<file path="src/rtl/ir_nec_pkg.sv">
// Shared NEC decoder types: FSM states, tick-domain timing windows and frame checks.
package ir_nec_pkg;

    typedef enum logic [2:0] {
        IDLE, LEAD_L, LEAD_H, BIT_L, BIT_H, STOP
    } ir_state_e;

    localparam int          DUR_W   = 11;
    localparam logic [10:0] DUR_MAX = 11'd2047;

    // Accept windows, in sample ticks (10 us each at the default divider)
    localparam logic [10:0] LEAD_L_MIN = 11'd800;
    localparam logic [10:0] LEAD_L_MAX = 11'd1000;
    localparam logic [10:0] LEAD_H_MIN = 11'd400;
    localparam logic [10:0] LEAD_H_MAX = 11'd500;
    localparam logic [10:0] RPT_H_MIN  = 11'd180;
    localparam logic [10:0] RPT_H_MAX  = 11'd270;
    localparam logic [10:0] BIT_L_MIN  = 11'd40;
    localparam logic [10:0] BIT_L_MAX  = 11'd72;
    localparam logic [10:0] BIT0_MIN   = 11'd40;
    localparam logic [10:0] BIT0_MAX   = 11'd72;
    localparam logic [10:0] BIT1_MIN   = 11'd140;
    localparam logic [10:0] BIT1_MAX   = 11'd200;

    // Abort limits: the longest level each state can legally still be in
    localparam logic [10:0] TMO_LEAD_L = LEAD_L_MAX;
    localparam logic [10:0] TMO_LEAD_H = LEAD_H_MAX;
    localparam logic [10:0] TMO_BIT_L  = BIT_L_MAX;
    localparam logic [10:0] TMO_BIT_H  = BIT1_MAX;
    localparam logic [10:0] TMO_STOP   = BIT_L_MAX;

    function automatic logic in_rng(input logic [10:0] d, input logic [10:0] lo,
                                    input logic [10:0] hi);
        return (d >= lo) && (d <= hi);
    endfunction

    // Byte layout, LSB first on the wire: addr, ~addr, cmd, ~cmd
    function automatic logic frame_ok(input logic [31:0] f, input logic chk_addr);
        return (f[23:16] == ~f[31:24]) && (!chk_addr || (f[7:0] == ~f[15:8]));
    endfunction

endpackage

</file>
<file path="src/rtl/ir_tick_gen.sv">
// Free-running prescaler: one-cycle tick every TICK_DIV HCLK cycles.
module ir_tick_gen #(
    parameter int TICK_DIV = 500
) (
    input  logic HCLK,
    input  logic HRESETn,
    output logic tick
);
    localparam int          W    = (TICK_DIV > 1) ? $clog2(TICK_DIV) : 1;
    localparam logic [W-1:0] LAST = W'(TICK_DIV - 1);

    logic [W-1:0] cnt_q, cnt_d;

    assign tick  = (cnt_q == LAST);
    assign cnt_d = tick ? '0 : cnt_q + 1'b1;

    always_ff @(posedge HCLK or negedge HRESETn) begin
        if (!HRESETn) cnt_q <= '0;
        else          cnt_q <= cnt_d;
    end
endmodule

</file>
<file path="src/rtl/ir_nec_decoder.sv">
// NEC IR frame decoder: synchronizes ir_rx, times levels in ticks, and emits
// data / repeat / error pulses one HCLK after the deciding tick.
module ir_nec_decoder
    import ir_nec_pkg::*;
#(
    parameter int TICK_DIV   = 500,
    parameter int CHECK_ADDR = 0
) (
    input  logic       HCLK,
    input  logic       HRESETn,
    input  logic       ir_rx,
    output logic [7:0] data_out,
    output logic [7:0] addr_out,
    output logic       data_valid,
    output logic       repeat_valid,
    output logic       frame_err,
    output logic       busy
);
    localparam logic CHK_A = (CHECK_ADDR != 0);

    logic        tick;
    logic [1:0]  sync_q;
    logic        rx_s, lvl_q, edg_w;
    logic [10:0] dur_q, cnt_nxt, tmo_w;
    logic        timeout_w;

    ir_state_e   state_q;
    logic [31:0] sr_q;
    logic [4:0]  idx_q;
    logic        rpt_q;
    logic [7:0]  data_q, addr_q;
    logic        dv_q, rv_q, fe_q;

    ir_tick_gen #(.TICK_DIV(TICK_DIV)) u_tick (
        .HCLK    (HCLK),
        .HRESETn (HRESETn),
        .tick    (tick)
    );

    assign rx_s    = sync_q[1];
    assign edg_w   = (rx_s != lvl_q);
    assign cnt_nxt = (dur_q == DUR_MAX) ? DUR_MAX : dur_q + 11'd1;

    always_ff @(posedge HCLK or negedge HRESETn) begin
        if (!HRESETn) begin
            sync_q <= 2'b11;
            lvl_q  <= 1'b1;
            dur_q  <= '0;
        end else begin
            sync_q <= {sync_q[0], ir_rx};
            if (tick) begin
                lvl_q <= rx_s;
                dur_q <= edg_w ? '0 : cnt_nxt;
            end
        end
    end

    always_comb begin
        tmo_w = DUR_MAX;
        case (state_q)
            LEAD_L:  tmo_w = TMO_LEAD_L;
            LEAD_H:  tmo_w = TMO_LEAD_H;
            BIT_L:   tmo_w = TMO_BIT_L;
            BIT_H:   tmo_w = TMO_BIT_H;
            STOP:    tmo_w = TMO_STOP;
            default: tmo_w = DUR_MAX;
        endcase
    end

    // Only states waiting on an edge can time out; IDLE waits forever
    assign timeout_w = tick && !edg_w && (state_q != IDLE) && (cnt_nxt > tmo_w);

    always_ff @(posedge HCLK or negedge HRESETn) begin
        if (!HRESETn) begin
            state_q <= IDLE;
            sr_q    <= '0;
            idx_q   <= '0;
            rpt_q   <= 1'b0;
            data_q  <= '0;
            addr_q  <= '0;
            dv_q    <= 1'b0;
            rv_q    <= 1'b0;
            fe_q    <= 1'b0;
        end else begin
            dv_q <= 1'b0;
            rv_q <= 1'b0;
            fe_q <= 1'b0;
            if (timeout_w) begin
                state_q <= IDLE;
                fe_q    <= 1'b1;
            end else if (tick && edg_w) begin
                state_q <= IDLE;
                case (state_q)
                    IDLE: if (!rx_s) state_q <= LEAD_L;
                    LEAD_L: begin
                        if (in_rng(cnt_nxt, LEAD_L_MIN, LEAD_L_MAX)) state_q <= LEAD_H;
                        else fe_q <= 1'b1;
                    end
                    LEAD_H: begin
                        if (in_rng(cnt_nxt, LEAD_H_MIN, LEAD_H_MAX)) begin
                            state_q <= BIT_L;
                            idx_q   <= '0;
                            rpt_q   <= 1'b0;
                        end else if (in_rng(cnt_nxt, RPT_H_MIN, RPT_H_MAX)) begin
                            state_q <= STOP;
                            rpt_q   <= 1'b1;
                        end else fe_q <= 1'b1;
                    end
                    BIT_L: begin
                        if (in_rng(cnt_nxt, BIT_L_MIN, BIT_L_MAX)) state_q <= BIT_H;
                        else fe_q <= 1'b1;
                    end
                    BIT_H: begin
                        if (in_rng(cnt_nxt, BIT0_MIN, BIT0_MAX) ||
                            in_rng(cnt_nxt, BIT1_MIN, BIT1_MAX)) begin
                            sr_q    <= {in_rng(cnt_nxt, BIT1_MIN, BIT1_MAX), sr_q[31:1]};
                            idx_q   <= idx_q + 5'd1;
                            state_q <= (idx_q == 5'd31) ? STOP : BIT_L;
                        end else fe_q <= 1'b1;
                    end
                    STOP: begin
                        if (!in_rng(cnt_nxt, BIT_L_MIN, BIT_L_MAX)) fe_q <= 1'b1;
                        else if (rpt_q) rv_q <= 1'b1;
                        else if (frame_ok(sr_q, CHK_A)) begin
                            data_q <= sr_q[23:16];
                            addr_q <= sr_q[7:0];
                            dv_q   <= 1'b1;
                        end else fe_q <= 1'b1;
                    end
                    default: state_q <= IDLE;
                endcase
            end
        end
    end

    assign data_out     = data_q;
    assign addr_out     = addr_q;
    assign data_valid   = dv_q;
    assign repeat_valid = rv_q;
    assign frame_err    = fe_q;
    assign busy         = (state_q != IDLE);
endmodule

</file>
<file path="config.mk">
export PLATFORM = sky130hd
export DESIGN_NAME = ir_nec_decoder
export DESIGN_NICKNAME = d
export VERILOG_FILES = /design/src/rtl/ir_nec_pkg.sv /design/src/rtl/ir_tick_gen.sv /design/src/rtl/ir_nec_decoder.sv
export SDC_FILE = /design/constraint.sdc
export NUM_CORES = 1
export LEC_CHECK = 0
export BUFFER_PORTS_ARGS = -buffer_cell sky130_fd_sc_hd__clkbuf_2
export CAP_MARGIN = 30
export CORE_MARGIN = 4
export CORE_UTILIZATION = 40
export CTS_BUF_LIST = sky130_fd_sc_hd__clkbuf_8
export DETAILED_ROUTE_END_ITERATION = 16
export HOLD_SLACK_MARGIN = 0.03
export PLACE_DENSITY = 0.58
export SETUP_SLACK_MARGIN = 0.05
export SLEW_MARGIN = 20
export SYNTH_ARGS = -nofsm -noshare
export SYNTH_HDL_FRONTEND = slang
export SYNTH_HIERARCHICAL = 1
export SYNTH_SLANG_ARGS = --single-unit
</file>
<file path="constraint.sdc">
create_clock -name HCLK -period 3.8 [get_ports HCLK]
set_clock_uncertainty 0.2 [all_clocks]
set_input_delay 0.38 -clock HCLK [delete_from_list [all_inputs] [get_ports HCLK]]
set_output_delay 0.38 -clock HCLK [all_outputs]
set_load 0.05 [all_outputs]
</file>
## Word-level counts from Yosys, hierarchy flattened

Index checks and enable logic that the tools add are counted.

- RAM bits: 0
- Bits in latches: 0
- Bits in read-only memories: 0
- Memories kept: 0
- Input port bits: 3
- Flip-flop bits (word level): 83

- Bitwise logic cells: 3
- Add/subtract/negate cells: 3
- Magnitude comparators: 11
- Shift-type cells: 0
- Multipliers: 0
- Equality and inequality tests: 12
- Divide/modulo/power cells: 0
- Multiplexer cells: 41
- Reductions and logical operators: 21

Operators by type and width:

| kind | number |
|---|---|
| case mux 11 bit (4 select lines) | 1 |
| 2-to-1 mux 1 bit | 24 |
| greater-or-equal comparator 11 x 8 -> 1 bit, second input constant | 2 |
| less-or-equal comparator 11 x 9 -> 1 bit, second input constant | 2 |
| 2-to-1 mux 11 bit | 2 |
| 2-to-1 mux 3 bit | 7 |
| case mux 3 bit (5 select lines) | 1 |
| adder 11 x 1 -> 11 bit, second input constant | 1 |
| == test 11 bit, second input constant | 1 |
| greater-or-equal comparator 11 x 10 -> 1 bit, second input constant | 1 |
| greater-or-equal comparator 11 x 6 -> 1 bit, second input constant | 1 |
| greater-or-equal comparator 11 x 9 -> 1 bit, second input constant | 1 |
| greater-than comparator 11 bit | 1 |
| less-or-equal comparator 11 x 10 -> 1 bit, second input constant | 1 |
| less-or-equal comparator 11 x 7 -> 1 bit, second input constant | 1 |
| less-or-equal comparator 11 x 8 -> 1 bit, second input constant | 1 |
| 2-to-1 mux 5 bit | 2 |
| case mux 5 bit (2 select lines) | 1 |
| adder 9 x 1 -> 9 bit, second input constant | 1 |
| == test 9 bit, second input constant | 1 |
| logical AND 1 bit | 9 |
| 2-to-1 mux 9 bit | 1 |
| == test 8 bit | 1 |
| NOT 8 bit | 1 |
| 19 further kinds | 26 |

## Longest topological paths before layout

- Depth after elaboration: 9
- Gate-level depth with buffers: 15
- Mapped depth without buffers: 14

## Modules after synthesis

The synthesis kept the hierarchy.

Modules (own cells, without submodules):

| module | area each (um^2) | cells an instance | times used |
|---|---|---|---|
| ir_nec_decoder | 4232.8 | 404 | 1 |
| ir_tick_gen | 464.2 | 43 | 1 |

## Worst setup path before layout

No wires, ideal clock.

- Kind: register to register
- Start: register dur_q[3]
- End: register state_q[1]
- Setup time: 0.126 ns
- Required time: 3.474 ns
- Cell stages (with the launch flop): 16
- Clock period less this slack: 3.302 ns
- Slack: 0.498 ns
- Arrival: 2.976 ns
- Path through: dfrtp_1 -> buf_6 -> nand4_1 -> or4_1 -> buf_2 -> xnor2_1 -> nor2_1 -> inv_1 -> ha_1 -> nand2_1 -> or2_2 -> a2111oi_0 -> a211o_1 -> a211oi_1 -> nor2_1 -> a221o_1

- Cells in the longest elaborated chain, start to end: 9
- Elaborated cells on any way between the ends: 25
- Classes of those cells: add/sub: 1; order compare: 9; eq/ne: 1; mux: 7; reduce/logical: 7

Ends and longest elaborated chain:

| element | line | text |
|---|---|---|
| start, declared | ir_nec_decoder.sv:24 | `logic [10:0] dur_q, cnt_nxt, tmo_w;` |
| start signal, assigned | ir_nec_decoder.sv:53 | `dur_q <= edg_w ? '0 : cnt_nxt;` |
| adder 11 x 1 -> 11 bit or == test 11 bit (tied branches) | ir_nec_decoder.sv:42 | `assign cnt_nxt = (dur_q == DUR_MAX) ? DUR_MAX : dur_q + 11'd1;` |
| 2-to-1 mux 11 bit * | ir_nec_decoder.sv:42 |  |
| greater-or-equal comparator 11 x 6 -> 1 bit, or another cell as far along | ir_nec_pkg.sv:34 | `return (d >= lo) && (d <= hi);` |
| logical AND 1 bit | ir_nec_pkg.sv:34 |  |
| logical OR 1 bit | ir_nec_decoder.sv:114 | `if (in_rng(cnt_nxt, BIT0_MIN, BIT0_MAX) \|\|` |
| 2-to-1 mux 3 bit | ir_nec_decoder.sv:114 |  |
| case mux 3 bit (5 select lines) | ir_nec_decoder.sv:93 | `case (state_q)` |
| 2-to-1 mux 3 bit | ir_nec_decoder.sv:91 | `end else if (tick && edg_w) begin` |
| 2-to-1 mux 3 bit | ir_nec_decoder.sv:88 | `if (timeout_w) begin` |
| end signal, assigned | ir_nec_decoder.sv:118 | `state_q <= (idx_q == 5'd31) ? STOP : BIT_L;` |
| end, declared | ir_nec_decoder.sv:27 | `ir_state_e state_q;` |

Every way passes the cells marked *; elsewhere a longest branch is shown, timed or not. The select of a mux whose other input is x is not followed.
A chain may end at the register's enable or synchronous reset.

## Worst setup path in the final report

- Start: register dur_q[0]
- End: register fe_q, in the netlist frame_err

- Cells in the longest elaborated chain, start to end: 9
- Elaborated cells on any way between the ends: 30
- Classes of those cells: add/sub: 1; order compare: 11; eq/ne: 1; mux: 10; reduce/logical: 7

Ends and longest elaborated chain:

| element | line | text |
|---|---|---|
| adder 11 x 1 -> 11 bit or == test 11 bit (tied branches) | ir_nec_decoder.sv:42 |  |
| 2-to-1 mux 11 bit * | ir_nec_decoder.sv:42 |  |
| greater-or-equal comparator 11 x 8 -> 1 bit, or another cell as far along | ir_nec_pkg.sv:34 |  |
| logical AND 1 bit | ir_nec_pkg.sv:34 |  |
| 2-to-1 mux 1 bit or logical OR 1 bit (tied branches) | ir_nec_decoder.sv:104, ir_nec_decoder.sv:114 |  |
| 2-to-1 mux 1 bit, on equally long branches | ir_nec_decoder.sv:100, ir_nec_decoder.sv:114 |  |
| case mux 1 bit (5 select lines) | ir_nec_decoder.sv:93 |  |
| 2-to-1 mux 1 bit | ir_nec_decoder.sv:91 |  |
| 2-to-1 mux 1 bit * | ir_nec_decoder.sv:88 |  |
| end signal, assigned | ir_nec_decoder.sv:87 | `fe_q <= 1'b0;` |
| end signal, assigned | ir_nec_decoder.sv:90 | `fe_q <= 1'b1;` |
| end signal, assigned | ir_nec_decoder.sv:97 | `else fe_q <= 1'b1;` |
| end, declared | ir_nec_decoder.sv:32 | `logic dv_q, rv_q, fe_q;` |

Every way passes the cells marked *; elsewhere a longest branch is shown, timed or not.

==> reports/metrics.csv <==
metric,value,unit
outcome,completed,
worst supply voltage drop on vdd,0.216,mV
ratio of final minimum period to clock period,91.9,%
number of port buffers,22,
drt wl/cell,16.0,µm
pin count of the biggest net entering global routing,71,
nets,492,
clock net sink count,83,
detailed router's first-iteration violation count,314,
root buffer selected by CTS,sky130_fd_sc_hd__clkbuf_8,
gr ovfl total,0,
total count of hold-check failures in the final report,0,
power density normalized to cell area,298,nW/µm²
number of enable-type register cells in the synthesized netlist,0,
Detailed Routing Iterations Pass 1,5,
total of max-cap violations,0,
clock transition at the registers of the reported paths,0.11,ns
"Worst Path Class, Setup",flop to flop,
number of setup violations in the final report,0,
reg2reg setup slack,0.31,ns
starting density of the core,41.0,%
post-detailed-route via-to-cell ratio,5.60,
Mapped Area,4700,µm²
die extent in x,116,µm
insertion delay to the later sink of the worst-skew pair,0.37,ns
number of antenna diodes,0,
worst min-delay path category,flop to flop,
endpoint of the worst setup timing path,frame_err,
GR Util All Layers,15.5,%
maximum clock path buffer count,2,
number of antenna violations at the first check in global routing,0,
Mapped Avg Cell Area,10.5,µm²
CP Max Fanout,9,
drc violations,0,
data arrival time of the critical path,3.56,ns
WP data required,3.86,ns
reg-to-reg endpoint,frame_err,
maximum clock frequency,0.286,GHz
number of global-route vias before repair,3407,
total length of routed wires,9970,µm
"sum of internal, switching and leakage power",1.56,mW
syn nets,462,
HPWL Detailed,7090,µm
global-route met2 utilization,24.0,%
synth warn,6,
I/O pin total,23,
sequential fraction of the synthesis area,44.3,%
flip-flop and latch count after synthesis,83,
Worst setup SP type,flop,
worst setup path start,dur_q[0],
Layout fillers,1049,
r2r startpoint,dur_q[0],
slew of the pin with the lowest slew margin,0.659,ns
floorplan row count,39,
area of the die,13500,µm²
first-pass GRT wire length,16800,µm
Final GP Congestion,0.870,
Tmin final,3.49,ns
routed vias,3499,
unrepaired setup endpoints after global routing,no,
Inserted Clock Buffers,9,
instance count of the mapped netlist,447,
CTS tree,done,
Synth-to-Final Area Change,11.5,%
count of pins over their slew limit,0,
global routing usage on met3,3.63,%
count of unique library cells instantiated by Yosys,74,
r2r worst-path depth,12,
remaining max-slew budget at the tightest pin,55.8,%
leakage power,2.41,nW
share of flip-flops with an asynchronous set or reset after synthesis,100,%
endpoint type of the worst setup path,flop,
predominant post-synthesis flop cell,sky130_fd_sc_hd__dfrtp_1,
total negative slack for setup checks,0,ns
post-layout util,45.7,%
vertical die dimension,116,µm
busiest metal layer after global routing,met2,
area of the core,11500,µm²
ratio of cells with drive above 1 in the final layout,26.6,%
count of antenna-violating nets left after detailed routing,0,
depth of the CTS H-tree,3,
met1 routing resource usage after global routing,21.7,%
==> layout make-up <==
cell class	count	area [µm²]	share of cell area (%)
Timing Repair Buffer	43	300	5.74
Sequential cell	83	2080	39.7
Multi-Input combinational cell	312	2370	45.3
Inverter	28	105	2.01
Clock inverter	7	76.3	1.46
Clock buffer	9	124	2.37
Tap cell	143	179	3.42
==> cells by family (layout without fill, tap and decap cells) <==
| logic type | after synthesis | in the layout | synth area share, % |
|---|---|---|---|
| AO/OA/AOI/OAI | 85 | 85 | 13.1 |
| XOR/XNOR | 22 | 22 | 4.26 |
| adder cells (fa/ha/maj) | 12 | 12 | 3.20 |
| buffers and inverters | 52 | 87 | 5.35 |
| flip-flops | 83 | 83 | 44.3 |
| multiplexers | 56 | 56 | 13.2 |
| AND/OR/NAND/NOR | 137 | 137 | 16.6 |
==> report_power, final <==
part | internal [mW] | leakage [nW] | switching (mW)
logic | 0.00575 | 1.17 | 0.0187
registers | 0.885 | 1.14 | 0.000954
clock network | 0.262 | 0.103 | 0.391
==> flip-flops by register name (all words and copies together), names as in the netlist <==
| signal | count |
|---|---|
| idx_q | 5 |
| rpt_q | 1 |
| data_out | 8 |
| frame_err | 1 |
| data_valid | 1 |
| u_tick/cnt_q | 9 |
| lvl_q | 1 |
| sync_q | 2 |
| state_q | 3 |
| repeat_valid | 1 |
| addr_out | 8 |
| dur_q | 11 |
| sr_q | 32 |
==> how the worst min path moves through the flow <==
| stage | start | endpoint | slack [ns] | cells after the start |
|---|---|---|---|---|
| finish | sync_q[0] | sync_q[1] | 0.17 | 0 |
| global route | sync_q[0] | sync_q[1] | 0.17 | 0 |
| CTS | sync_q[0] | sync_q[1] | 0.17 | 0 |
| detailed placement | sync_q[0] | sync_q[1] | 0.15 | 0 |
| global placement | sync_q[0] | sync_q[1] | 0.15 | 0 |
| floorplan | HRESETn | addr_out[0] | -0.12 | 0 |
==> critical path, stage by stage, from the launching register on <==
cell and delay, ns:
sky130_fd_sc_hd__dfrtp_1 0.50, sky130_fd_sc_hd__nand3_1 0.13, sky130_fd_sc_hd__or4_1 0.53, sky130_fd_sc_hd__xnor2_1 0.19, sky130_fd_sc_hd__nor2_1 0.14, sky130_fd_sc_hd__inv_1 0.06, sky130_fd_sc_hd__ha_1 0.28, sky130_fd_sc_hd__nand2_1 0.06
sky130_fd_sc_hd__or2_2 0.28, sky130_fd_sc_hd__a2111oi_0 0.38, sky130_fd_sc_hd__a211o_1 0.22, sky130_fd_sc_hd__a211oi_2 0.06, sky130_fd_sc_hd__a311o_1 0.35
==> cells in the mapped netlist (3+ instances only) <==
master                      n  area share [%]
sky130_fd_sc_hd__dfrtp_1   80              43
sky130_fd_sc_hd__mux2_2    44              11
sky130_fd_sc_hd__nand2_1   30             2.4
sky130_fd_sc_hd__inv_1     26             2.1
sky130_fd_sc_hd__nor2_1    26             2.1
sky130_fd_sc_hd__nand3_1   16             1.7
sky130_fd_sc_hd__o21ai_0   15             1.6
sky130_fd_sc_hd__xor2_1    13             2.4
sky130_fd_sc_hd__ha_1      12             3.2
sky130_fd_sc_hd__o22ai_1   12             1.6
sky130_fd_sc_hd__nor3_1    10             1.1
sky130_fd_sc_hd__nand4_1    9             1.2
sky130_fd_sc_hd__a21oi_1    8            0.85
sky130_fd_sc_hd__buf_2      8            0.85
sky130_fd_sc_hd__xnor2_1    8             1.5
sky130_fd_sc_hd__mux2i_1    7             1.5
sky130_fd_sc_hd__nor4_1     7            0.93
sky130_fd_sc_hd__buf_4      6            0.96
sky130_fd_sc_hd__or3_1      6            0.80
sky130_fd_sc_hd__clkbuf_1   5            0.40
sky130_fd_sc_hd__mux2_1     5             1.2
sky130_fd_sc_hd__o21a_1     5            0.80
sky130_fd_sc_hd__o31ai_1    5            0.80
sky130_fd_sc_hd__nand3b_1   4            0.64
sky130_fd_sc_hd__nor2b_1    4            0.53
sky130_fd_sc_hd__or4_1      4            0.64
sky130_fd_sc_hd__a211o_1    3            0.56
sky130_fd_sc_hd__a22o_1     3            0.56
sky130_fd_sc_hd__a31o_2     3            0.56
sky130_fd_sc_hd__a31oi_1    3            0.40
sky130_fd_sc_hd__and2_1     3            0.40
sky130_fd_sc_hd__buf_6      3            0.72
sky130_fd_sc_hd__dfstp_2    3             1.7
sky130_fd_sc_hd__nand3_2    3            0.64
sky130_fd_sc_hd__o21ai_1    3            0.32
==> placed cells by master, fill, tap and decap left out, types with 12 or more instances in the layout <==
cell and count:
sky130_fd_sc_hd__buf_4 18, sky130_fd_sc_hd__clkbuf_2 21, sky130_fd_sc_hd__dfrtp_1 80, sky130_fd_sc_hd__ha_1 12, sky130_fd_sc_hd__inv_1 26, sky130_fd_sc_hd__mux2_2 44, sky130_fd_sc_hd__nand2_1 30, sky130_fd_sc_hd__nand3_1 16
sky130_fd_sc_hd__nor2_1 26, sky130_fd_sc_hd__o21ai_0 15, sky130_fd_sc_hd__o22ai_1 12, sky130_fd_sc_hd__xor2_1 13
==> per-stage QoR <==
stage / worst slack, ns / instance area, µm² / hold WS, ns / instances
CTS: 0.211 / 5210 / 0.167 / 624
finish: 0.307 / 5240 / 0.169 / 625
global route: 0.0677 / 5240 / 0.169 / 625
detailed placement: 0.230 / 4990 / 0.148 / 606
global placement: 0.319 / 4990 / 0.151 / 606
floorplan: 0.498 / 4700 / -0.116 / 447
==> layer usage <==
layer / routed length [µm] / vias up
met4: 183 / 0
met1: 4770 / 1698
met5: 0 / -
met3: 485 / 18
li1: - / 1688
met2: 4530 / 95
==> what timing repair did <==
item / 4_1_cts / 5_1_grt
resized for setup: 0 / 1
endpoints found under the hold margin: 67 / 0
hold buffers: 2 / 0
setup endpoints to repair: 0 / 2
buffers inserted: 0 / 0
Note: power is estimated with default switching activity, not from simulation.
